**src/rtl/jt7759_parser.sv**
```systemverilog
// Command/sample parser for a uPD7759-style ADPCM player: walks the phrase table,
// decodes sample commands and paces ADPCM nibbles out to the decoder.
module jt7759_parser #(
  parameter int unsigned RATE_BITS = 6
) (
  input  logic        clk,
  input  logic        rstn,
  input  logic        cen_dec,
  input  logic        stn,
  input  logic [7:0]  phrase,
  output logic        busyn,
  output logic        ctrl_flush,
  output logic [16:0] ctrl_addr,
  output logic        ctrl_cs,
  input  logic [7:0]  ctrl_din,
  input  logic        ctrl_ok,
  output logic        ctrl_busyn,
  output logic        dec_rst,
  output logic        dec_en,
  output logic [3:0]  dec_din,
  output logic        silent
);

  typedef enum logic [2:0] {
    StIdle, StRdMax, StRdAh, StRdAl, StCmd, StCnt, StData, StSil
  } state_e;

  state_e               state_q, state_d;
  logic                 stn_q;
  logic [7:0]           phrase_q, phrase_d;
  logic [7:0]           ah_q, ah_d;
  logic                 cs_q, cs_d;
  logic                 flush_q, flush_d;
  logic [16:0]          addr_q, addr_d;
  logic                 busyn_q, busyn_d;
  logic                 cbusyn_q, cbusyn_d;
  logic                 dec_rst_q, dec_rst_d;
  logic                 dec_en_q, dec_en_d;
  logic [3:0]           dec_din_q, dec_din_d;
  logic                 silent_q, silent_d;
  logic [RATE_BITS-1:0] rate_q, rate_d;
  logic [RATE_BITS-1:0] div_q, div_d;
  logic [8:0]           cnt_q, cnt_d;
  logic [8:0]           fetch_q, fetch_d;
  logic [10:0]          sil_q, sil_d;
  logic                 run_q, run_d;
  logic                 stall_q, stall_d;
  logic [7:0]           buf_q, buf_d;
  logic                 buf_v_q, buf_v_d;
  logic [3:0]           lo_q, lo_d;
  logic                 lo_v_q, lo_v_d;

  logic got;
  logic fire;
  logic emit;
  logic enter_data;

  assign got = cs_q & ctrl_ok;

  always_comb begin
    state_d    = state_q;
    phrase_d   = phrase_q;
    ah_d       = ah_q;
    cs_d       = 1'b0;
    flush_d    = 1'b0;
    addr_d     = addr_q;
    dec_rst_d  = 1'b0;
    dec_en_d   = 1'b0;
    dec_din_d  = dec_din_q;
    rate_d     = rate_q;
    div_d      = div_q;
    cnt_d      = cnt_q;
    fetch_d    = fetch_q;
    sil_d      = sil_q;
    run_d      = run_q;
    stall_d    = stall_q;
    buf_d      = buf_q;
    buf_v_d    = buf_v_q;
    lo_d       = lo_q;
    lo_v_d     = lo_v_q;
    fire       = 1'b0;
    emit       = 1'b0;
    enter_data = 1'b0;

    unique case (state_q)
      StIdle: begin
        if (stn_q && !stn) begin
          phrase_d  = phrase;
          dec_rst_d = 1'b1;
          flush_d   = 1'b1;
          addr_d    = 17'd0;
          state_d   = StRdMax;
        end
      end
      StRdMax: begin
        cs_d = !got;
        if (got) begin
          if (phrase_q > ctrl_din) begin
            state_d = StIdle;
          end else begin
            flush_d = 1'b1;
            addr_d  = 17'd5 + {8'd0, phrase_q, 1'b0};
            state_d = StRdAh;
          end
        end
      end
      StRdAh: begin
        cs_d = !got;
        if (got) begin
          ah_d    = ctrl_din;
          state_d = StRdAl;
        end
      end
      StRdAl: begin
        cs_d = !got;
        if (got) begin
          flush_d = 1'b1;
          addr_d  = {ah_q, ctrl_din, 1'b0};
          state_d = StCmd;
        end
      end
      StCmd: begin
        cs_d = !got;
        if (got) begin
          unique case (ctrl_din[7:6])
            2'b00: begin
              if (ctrl_din[5:0] == 6'd0) begin
                state_d = StIdle;
              end else begin
                // (n+1)*32 pulses, counted down to zero inclusive
                sil_d   = {ctrl_din[5:0], 5'b11111};
                state_d = StSil;
              end
            end
            2'b01: begin
              rate_d     = RATE_BITS'(ctrl_din[5:0]);
              cnt_d      = 9'd256;
              fetch_d    = 9'd128;
              enter_data = 1'b1;
            end
            2'b10: begin
              rate_d  = RATE_BITS'(ctrl_din[5:0]);
              state_d = StCnt;
            end
            2'b11: state_d = StIdle;
          endcase
        end
      end
      StCnt: begin
        cs_d = !got;
        if (got) begin
          cnt_d      = {1'b0, ctrl_din} + 9'd1;
          fetch_d    = ({1'b0, ctrl_din} + 9'd2) >> 1;
          enter_data = 1'b1;
        end
      end
      StData: begin
        // Fetch only as many bytes as the nibble count needs, so the next
        // command byte is never consumed by the data path.
        cs_d = cs_q ? !ctrl_ok : ((fetch_q != 9'd0) && !buf_v_q);
        if (got) begin
          buf_d   = ctrl_din;
          buf_v_d = 1'b1;
          fetch_d = fetch_q - 9'd1;
          run_d   = 1'b1;
        end
        fire = run_q && (stall_q || (cen_dec && (div_q == rate_q)));
        if (fire) begin
          if (lo_v_q) begin
            emit      = 1'b1;
            dec_din_d = lo_q;
            lo_v_d    = 1'b0;
          end else if (buf_v_q) begin
            emit      = 1'b1;
            dec_din_d = buf_q[7:4];
            lo_d      = buf_q[3:0];
            lo_v_d    = 1'b1;
            buf_v_d   = 1'b0;
          end else begin
            stall_d = 1'b1;
          end
        end else if (run_q && cen_dec) begin
          div_d = div_q + RATE_BITS'(1);
        end
        if (emit) begin
          dec_en_d = 1'b1;
          div_d    = '0;
          stall_d  = 1'b0;
          cnt_d    = cnt_q - 9'd1;
          if (cnt_q == 9'd1) begin
            state_d = StCmd;
            run_d   = 1'b0;
            lo_v_d  = 1'b0;
          end
        end
      end
      StSil: begin
        if (cen_dec) begin
          if (sil_q == 11'd0) state_d = StCmd;
          else                sil_d   = sil_q - 11'd1;
        end
      end
    endcase

    if (enter_data) begin
      state_d = StData;
      run_d   = 1'b0;
      div_d   = '0;
      stall_d = 1'b0;
      buf_v_d = 1'b0;
      lo_v_d  = 1'b0;
    end

    busyn_d  = (state_d == StIdle) || (state_d == StRdMax);
    cbusyn_d = busyn_d | flush_d;
    silent_d = (state_d == StSil);
  end

  always_ff @(posedge clk) begin
    // Tracks stn even in reset so a level held low across release is no edge.
    stn_q <= stn;
    if (!rstn) begin
      state_q   <= StIdle;
      phrase_q  <= 8'd0;
      ah_q      <= 8'd0;
      cs_q      <= 1'b0;
      flush_q   <= 1'b0;
      addr_q    <= 17'd0;
      busyn_q   <= 1'b1;
      cbusyn_q  <= 1'b1;
      dec_rst_q <= 1'b0;
      dec_en_q  <= 1'b0;
      dec_din_q <= 4'd0;
      silent_q  <= 1'b0;
      rate_q    <= '0;
      div_q     <= '0;
      cnt_q     <= 9'd0;
      fetch_q   <= 9'd0;
      sil_q     <= 11'd0;
      run_q     <= 1'b0;
      stall_q   <= 1'b0;
      buf_q     <= 8'd0;
      buf_v_q   <= 1'b0;
      lo_q      <= 4'd0;
      lo_v_q    <= 1'b0;
    end else begin
      state_q   <= state_d;
      phrase_q  <= phrase_d;
      ah_q      <= ah_d;
      cs_q      <= cs_d;
      flush_q   <= flush_d;
      addr_q    <= addr_d;
      busyn_q   <= busyn_d;
      cbusyn_q  <= cbusyn_d;
      dec_rst_q <= dec_rst_d;
      dec_en_q  <= dec_en_d;
      dec_din_q <= dec_din_d;
      silent_q  <= silent_d;
      rate_q    <= rate_d;
      div_q     <= div_d;
      cnt_q     <= cnt_d;
      fetch_q   <= fetch_d;
      sil_q     <= sil_d;
      run_q     <= run_d;
      stall_q   <= stall_d;
      buf_q     <= buf_d;
      buf_v_q   <= buf_v_d;
      lo_q      <= lo_d;
      lo_v_q    <= lo_v_d;
    end
  end

  assign busyn      = busyn_q;
  assign ctrl_flush = flush_q;
  assign ctrl_addr  = addr_q;
  assign ctrl_cs    = cs_q;
  assign ctrl_busyn = cbusyn_q;
  assign dec_rst    = dec_rst_q;
  assign dec_en     = dec_en_q;
  assign dec_din    = dec_din_q;
  assign silent     = silent_q;

endmodule

```
**config.mk**
```make
export PLATFORM = sky130hd
export DESIGN_NAME = jt7759_parser
export DESIGN_NICKNAME = d
export VERILOG_FILES = /design/src/rtl/jt7759_parser.sv
export SDC_FILE = /design/constraint.sdc
export NUM_CORES = 1
export LEC_CHECK = 0
export ABC_AREA = 0
export ABC_CLOCK_PERIOD_IN_PS = 2100
export CAP_MARGIN = 20
export CORE_MARGIN = 2
export CORE_UTILIZATION = 53
export CTS_BUF_LIST = sky130_fd_sc_hd__clkbuf_4 sky130_fd_sc_hd__clkbuf_8 sky130_fd_sc_hd__clkbuf_16
export CTS_CLUSTER_SIZE = 25
export DETAILED_ROUTE_END_ITERATION = 10
export PLACE_DENSITY = 0.78
export SYNTH_ARGS = -nofsm -noshare
export SYNTH_HDL_FRONTEND = slang
export SYNTH_SLANG_ARGS = --single-unit
```
**constraint.sdc**
```tcl
create_clock -name clk -period 2.1 [get_ports clk]
set_input_delay 0.42 -clock clk [delete_from_list [all_inputs] [get_ports clk]]
set_output_delay 0.42 -clock clk [all_outputs]
set_load 0.1 [all_outputs]
```
== Word level (Yosys, flattened, before mapping) ==
Cells that the tools add are included.

* $add $sub $neg: 7
* $lt $le $gt $ge: 1
* Equal/unequal tests: 30
* Muxes and demuxes: 70
* Bitwise gates (word level): 4
* Reductions and logical operators: 40

{| class="wikitable"
|+ Operator list
! kind !! number
|-
| 9-bit 2-to-1 mux || 8
|-
| 17-bit 2-to-1 mux || 4
|-
| 11-bit 2-to-1 mux || 5
|-
| 9-bit one-hot mux with 3 select lines || 2
|-
| 17-bit one-hot mux with 3 select lines || 1
|-
| 3-bit 2-to-1 mux || 11
|-
| 1-bit 2-to-1 mux || 27
|-
| 2-bit inequality test, second input constant || 12
|-
| 11-bit one-hot mux with 2 select lines || 1
|-
| 3-bit one-hot mux with 7 select lines || 1
|-
| 6-bit 2-to-1 mux || 3
|-
| 9-bit by 1-bit subtractor with 9-bit output, second input constant || 2
|-
| 3-bit equality test, second input constant || 5
|-
| 5-bit AND reduction || 3
|-
| 11-bit logical NOT || 1
|-
| 11-bit by 1-bit subtractor with 11-bit output, second input constant || 1
|-
| 3-bit by 9-bit adder with 10-bit output, first input constant || 1
|-
| 2-bit AND reduction || 5
|-
| 8-bit by 1-bit adder with 9-bit output, second input constant || 1
|-
| 8-bit by 2-bit adder with 9-bit output, second input constant || 1
|-
| 9-bit by 1-bit equality test with 1-bit output, second input constant || 1
|-
| 3-bit one-hot mux with 3 select lines || 1
|-
| 3-bit AND reduction || 3
|-
| 9-bit nonzero test || 1
|-
| other kinds (27) || 51
|}

* Register bits: 105
* Output and inout bits: 28
* Logic and storage cells: 176

== Longest topological paths before layout ==
Gate-level depths: netlist of the first run.

* Word-level depth: 12
* Depth in mapped cells: 10
* Mapped depth without buffers: 8

== Worst setup path after synthesis of the first run ==
Ideal clock, no wire load.

* Path type: reg-to-reg
* From: reg cs_q, in the netlist ctrl_cs
* To: reg silent_q, in the netlist silent
* Arrival time: 2.339 ns
* Data required time: 1.978 ns
* Path slack: -0.360 ns
* Cell stages (with the launch flop): 7
* Period minus slack after synthesis: 2.460 ns
* Path through: dfxtp_1 > and2_1 > clkbuf_1 > a21oi_1 > a31o_2 > a32o_1 > o311a_1

* Word-level cells in the longest chain between the ends: 5

{| class="wikitable"
|+ Ends and longest elaborated chain
! what !! RTL line !! text
|-
| from (decl) || 32 || <nowiki>logic cs_q, cs_d;</nowiki>
|-
| from (signal assigned) || 250 || <nowiki>cs_q <= cs_d;</nowiki>
|-
| 1-bit AND * || 58 || <nowiki>assign got = cs_q & ctrl_ok;</nowiki>
|-
| 3-bit 2-to-1 mux (tied with other cells) || 124 || <nowiki>if (got) begin</nowiki>
|-
| 3-bit one-hot mux with 7 select lines or 1-bit one-hot mux with 2 select lines (tied branches) || 85 || <nowiki>unique case (state_q)</nowiki>
|-
| 3-bit 2-to-1 mux * || 205 || <nowiki>if (enter_data) begin</nowiki>
|-
| 3-bit equality test * || 216 || <nowiki>silent_d = (state_d == StSil);</nowiki>
|-
| to (signal assigned) || 258 || <nowiki>silent_q <= silent_d;</nowiki>
|-
| to (decl) || 40 || <nowiki>logic silent_q, silent_d;</nowiki>
|}

Mark *: on every way between the ends. The rest lies on a longest branch, timed or not.
A chain may end at the register's enable or synchronous reset.

== Final worst setup path of the first run ==
* From: in ctrl_din[1]
* To: reg addr_q[1], in the netlist ctrl_addr[1]

* Word-level cells in the longest chain between the ends: 3

{| class="wikitable"
|+ Ends and longest elaborated chain
! what !! RTL line !! text
|-
| from (decl) || 15 || <nowiki>input logic [7:0] ctrl_din,</nowiki>
|-
| 8-bit > comparator || 98 || <nowiki>if (phrase_q > ctrl_din) begin</nowiki>
|-
| 2-bit inequality test (no source line) || n/a ||
|-
| 5-bit AND reduction (no source line) || n/a ||
|-
| to (signal assigned) || 252 || <nowiki>addr_q <= addr_d;</nowiki>
|-
| to (decl) || 34 || <nowiki>logic [16:0] addr_q, addr_d;</nowiki>
|}

No other way between the ends.

==> results of run 1 <==
-- metrics by stage --
stage               hold WS [ps]  TNS, ps
floorplan                    436    -13.1
global placement             444   -19490
detailed placement           450   -21780
CTS                          465        0
global route                 482     -128
finish                       463   -0.683
-- per-layer routing --
layer	GRT usage [%]	routed length, microns	share of wire [%]	vias up
li1	-	-	-	2628
met1	35.6	6900	43	2593
met2	47.7	7640	47	208
met3	6.23	960	5.9	50
met4	14.2	645	4.0	0
met5	0	0	0	-
-- final cells by class --
type	count	area [sq um]
Tap cell	136	170
Clock inverter	4	20.0
Sequential cell	105	2110
Timing Repair Buffer	137	1120
Multi-Input combinational cell	512	3400
Clock buffer	12	146
Fill cell	838	3330
Inverter	19	72.6
-- critical path, cell delays in order --
cell and delay, ps:
dlygate4sd2_1 270, inv_1 110, ha_1 340, nor2b_1 140, o211ai_1 200, nand3_2 150, a21oi_4 250, buf_12 140
buf_16 130, nand2b_1 130, a21boi_0 100
-- placed cells by master, fill, tap and decap left out, types with 11 or more instances in the layout --
master | Yosys | final
nand3_1 | 37 | 36
nor2_1 | 42 | 41
o21ai_0 | 36 | 33
inv_1 | 18 | 14
nand2_1 | 82 | 82
xnor2_1 | 20 | 20
ha_1 | 22 | 18
a21oi_1 | 31 | 28
nor2b_1 | 31 | 31
o211a_1 | 16 | 16
a21boi_0 | 23 | 19
buf_4 | 1 | 114
nand4_1 | 13 | 13
mux2i_1 | 20 | 20
dfxtp_1 | 105 | 100
nand2b_1 | 11 | 11
clkdlybuf4s50_1 | 0 | 12
-- cells by family (layout without fill, tap and decap cells) --
logic type / count (synthesis) / after routing / synth area share, %
and+or+nand+nor: 268 / 269 / 24.5
AOI/OAI and AO/OA: 172 / 172 / 20.8
DFF: 105 / 105 / 37.0
xor gates and xnor gates: 28 / 28 / 4.31
muxes: 21 / 21 / 3.72
buffers and inverters: 65 / 172 / 4.95
adders and majority gates: 22 / 22 / 4.84
-- registers in the layout (all words and copies together) (netlist names), 3 cells and up --
name and count:
phrase_q 8, rate_q 6, state_q 3, buf_q 8, ah_q 8, dec_din 4, cnt_q 9, sil_q 11
fetch_q 9, ctrl_addr 17, lo_q 4, div_q 6
-- timing repair --
| item | CTS | global route |
|---|---|---|
| buffers inserted | 1 | 4 |
| pin swaps | 8 | 7 |
| setup endpoints to repair | 22 | 34 |
| hold buffers | 0 | 0 |
| cloned | 1 | 1 |
| gates resized for setup | 15 | 19 |
-- power groups by stage --
stage,Combinational [uW],Sequential [uW],Clock (uW)
floorplan,208,2160,0
global placement,482,2070,0
detailed placement,494,2080,0
CTS,516,2030,1170
global route,558,2030,1240
finish,530,2030,1160
-- worst max path at each step --
stage	to	slack [ps]	cells after the start
2_1_floorplan	silent	-10	9
3_3_place_gp	ctrl_addr[13]	-530	10
3_5_place_dp	ctrl_addr[14]	-670	10
4_1_cts	silent	5	8
5_1_grt	ctrl_addr[1]	-60	8
6_report	ctrl_addr[1]	-0.7	11
==> results.cfg, run 1 <==
[detailed_routing]
routedWlPerCell_microns = 17.4
routed_wirelength_microns = 16100
vias = 5479
drt_iter0_markers = 423
ant_nets = 0
drt_pass1_iterations = 5
drcViolationCount = 0
vias_per_cell = 5.92

[critical_path]
timing.rr.end = ctrl_addr[1]
worstSetupPathType = in -> reg
arrival_ps = 2380
crit_start = ctrl_din[1]
regToRegSetupSlack_ps = 30
worstPathMaxFanout = 16
critical_path.startpoint_type = primary input
crit-reg2reg-launch = phrase_q[5]
crit_path_end_kind = flop
crit_required_ps = 2380
r2r_cells = 9

[clock_network]
clock_latency_ps = 390
cts_tree = built
htreeDepth = 3
cts_buffer_depth = 2
numCtsBuffers = 9
clock-sinks = 105
clk_pin_slew_ps = 100
clock-root-buffer = clkbuf_8

[logic_synthesis]
synth.distinct_cells = 68
yosysMostFrequentCell = dfxtp_1
synthArstFlopShare_pct = 0
yosys.area.top_type_share_pct = 37.0
synth_edf_count = 0
ys_top_cells_by_count = dfxtp_1, nand2_1, nor2_1, nand3_1
yosysSeqAreaShare_pct = 37.0
synth_nets = 724
synth_top_flop_cell = dfxtp_1
syn_inst = 681
synth_area_sq_mm = 0.00569
synth-seq-cells = 105
syn_area_per_cell_sq_um = 8.35
synth_area_leader_cell = dfxtp_1
yosysWarnings = 0
ys_top_cells_by_area = dfxtp_1, nand2_1, ha_1

[min_path]
hold_class = reg -> reg
whs_path_depth = 2
whs_endpoint = lo_q[2]
min_from = lo_q[2]

[timing]
finalCriticalPeriod_ps = 2100
hold_violations = 0
finalSetupViolations = 1
rsz0062_at_grt = yes
final_max_slew_viol_count = 0
worst_slew_pin_slew_ps = 650
skew_ps = 17.6
fin_ws_ps = -0.683
fmax_mhz = 476
finalCritPeriodShare_pct = 100
slew_headroom_pct = 56.1

[floorplan]
fp.dieH_microns = 108
dieArea_sq_mm = 0.0116
fp-row-count = 37
core_area_sq_mm = 0.0104
io_pins = 49
die_w_microns = 108
start_util_pct = 54.9

[finish]
drive_gt1_share_pct = 21.7
nNetsFinal = 827
postLayoutCellArea_sq_mm = 0.00704
n_antenna_cell = 0
stdcell_count = 925
fin_util_pct = 67.9
area_growth_pct = 23.7

[global_routing]
grt.overflow.total = 0
grt_pass1_wl_microns = 26500
grt_max_degree = 33
grt_pass1_vias = 5410
antenna_found_initial = 0
track_usage_pct = 28.9

[place]
gp_congestion = 0.924
place_area_sq_mm = 0.00672
post-place-ws_ps = -671
dp.cells = 902
port_buffers = 48
post-dp-hpwl_microns = 11600

[power_and_ir_drop]
powerDensity_mw_per_mm2 = 528
power.share.combinational_pct = 14.3
pwr-share-clk_pct = 31.1
netSwitchingPower_uw = 1020
ir_drop_mv = 0.553
intPower_uw = 2690
share_seq_of_total_power_pct = 54.7
power.leakage_uw = 0.00293
total_power_uw = 3720
switching_share_pct = 27.5

[run]
max-cap-violations = 0

[status]
violations = negative setup slack
status = finished with violations
Note: power is estimated with default switching activity, not from simulation.
==> inputs of run 2 (changes only) <==
- ABC_CLOCK_PERIOD_IN_PS: 2100 -> 2000
- CORE_UTILIZATION: 53 -> 55
- PLACE_DENSITY: 0.78 -> 0.77
- clock period: 2.1 -> 2 ns (I/O delays scaled with it)
==> run 2 against run 1 <==
- the run still ends with negative setup slack left
- final cell count up 0.86%
- flip-flop and latch count unchanged
- clock power up 15%
- routed wire length up 0.64%
- critical path depth down 5
- non-clock buffer count up 10
- worst hold slack worse by 6.7 ps
- count of clock-buffer cells in the layout down 2
- utilization up 3.8 points
- total power up 9.1%
- sequential power up 5%
- design area up 3.8%
- critical endpoint is now silent
==> results.cfg, run 2 (synthesis gave the netlist of run 1 again) <==
[timing]
worst_slew_pin_slew_ps = 561
fmax_mhz = 480
finalSetupViolations = 17
final_max_slew_viol_count = 0
finalCritPeriodShare_pct = 104
finalCriticalPeriod_ps = 2080
holdWs_ps = 456
hold_violations = 0
fin_ws_ps = -82.1
skew_ps = 14.1
slew_headroom_pct = 62.6
rsz0062_at_grt = yes

[critical_path]
critical_path.startpoint_type = flop
cpPeakStageDelay_ps = 530
arrival_ps = 2380
worstSetupPathType = reg -> reg
critical-path-top-delay-family = compound AO/OA/AOI/OAI gates
crit_cells = 6
crit_slowest_cell = or4_4
crit_required_ps = 2290
crit_path_end_kind = flop
path_cells = or4_4 > nor2_1 > nand4_1 > a31o_2 > a32o_2 > o311a_1
regToRegSetupSlack_ps = -80
crit-reg2reg-launch = sil_q[6]
r2r_cells = 6
path_buf_inv = 0
worstPathMaxFanout = 4
timing.rr.end = silent

[floorplan]
fp-row-count = 37
die_w_microns = 106
dieArea_sq_mm = 0.0112
fp.dieH_microns = 106
core_area_sq_mm = 0.0102
start_util_pct = 55.8
io_pins = 49

[detailed_routing]
drt_pass1_iterations = 5
drt_iter0_markers = 398
routed_wirelength_microns = 16200
ant_nets = 0
routedWlPerCell_microns = 17.4
vias_per_cell = 5.88
vias = 5487
drcViolationCount = 0

[clock_network]
numCtsBuffers = 9
cts_tree = built
cts_buffer_depth = 2
clock-sinks = 105
htreeDepth = 3
clock-root-buffer = clkbuf_8
clk_pin_slew_ps = 100
clock_latency_ps = 400
cts_hold_buf = 0

[run]
max-cap-violations = 0

[place]
post-dp-hpwl_microns = 11300
dp.cells = 910
post-place-ws_ps = -757
gp_congestion = 0.914
place_area_sq_mm = 0.00681
port_buffers = 48

[min_path]
hold_class = in -> reg
min_from = rstn
whs_path_depth = 2
whs_endpoint = busyn

[power_and_ir_drop]
intPower_uw = 2960
netSwitchingPower_uw = 1100
switching_share_pct = 27.0
ir_drop_mv = 0.584
power.share.combinational_pct = 14.6
pwr-share-clk_pct = 32.8
powerDensity_mw_per_mm2 = 555
share_seq_of_total_power_pct = 52.6
power.leakage_uw = 0.00302

[finish]
area_growth_pct = 28.4
drive_gt1_share_pct = 27.1
nNetsFinal = 837
n_antenna_cell = 0
fin_util_pct = 71.7
stdcell_count = 933
nFillCells = 799
largest_reg_flops = 17
final_cell_mix = buf_4, dfxtp_1, nand2_1
postLayoutCellArea_sq_mm = 0.00730
final_common_cell = buf_4

[global_routing]
track_usage_pct = 29.6
grt_pass1_vias = 5413
grt.overflow.total = 0
grt_pass1_wl_microns = 26400
grt_max_degree = 32
antenna_found_initial = 0

[status]
status = finished with violations
violations = negative setup slack
-- run 2: cell types whose count changed in the layout (fill, tap and decap cells not counted), moves of 7 or more --
cell      before  now
a21boi_2       0    9
nand2b_1      11    2
nand2b_4       0    9
nand2_1       82   75
-- run 2: worst max-delay path by stage --
stage	slack (ps)	from	endpoint
CTS	-70	sil_q[6]	sil_q[0]
global placement	-630	ctrl_din[5]	ctrl_addr[14]
floorplan	-8	ctrl_din[3]	silent
finish	-80	sil_q[6]	silent
global route	-140	sil_q[6]	silent
detailed placement	-760	ctrl_din[5]	ctrl_addr[12]
-- run 2: layout make-up --
cell class                 count  area, sq um  area share, %
multi-input combinational    512         3550           48.6
sequential                   105         2120           29.0
timing repair buffer         147         1210           16.5
tap                          136          170           2.33
clock buffer                  10          138           1.88
inverter                      19         72.6          0.994
clock inverter                 4         45.0          0.617
-- run 2: metrics by stage --
stage | TNS (ps) | total power (uW)
after floorplan | -7.62 | 2490
after global placement | -22850 | 2700
after detailed placement | -25690 | 2710
after CTS | -254 | 4030
after global routing | -2250 | 4170
final | -471 | 4060
-- run 2: power by group through the flow --
stage	Clock [uW]	Sequential (uW)	Combinational [uW]
2_1_floorplan	0	2270	226
3_3_place_gp	0	2180	520
6_report	1330	2130	593
5_1_grt	1410	2130	624
4_1_cts	1330	2130	563
3_5_place_dp	0	2180	530
-- run 2: per-layer routing --
layer  vias up  GRT usage [%]  routed length, microns
met5         -              0                       0
met4         0           8.83                     495
met3        47           6.68                     938
met2       193           50.8                    8040
met1      2592           37.1                    6770
li1       2655              -                       -
-- run 2: worst reg2reg max path, delay by kind of cell, from the launching register on --
kind             cells  cell delay [ps]
AO/OA/AOI/OAI        3              840
AND/OR/NAND/NOR      3              810
flip-flops           1              330
-- run 2: what timing repair did --
action | CTS | global route
buffers inserted | 4 | 3
pin swaps | 10 | 10
endpoints found under the setup margin | 29 | 42
gates resized for setup | 26 | 59
gates cloned | 3 | 1
hold endpoints to repair | 0 | 0
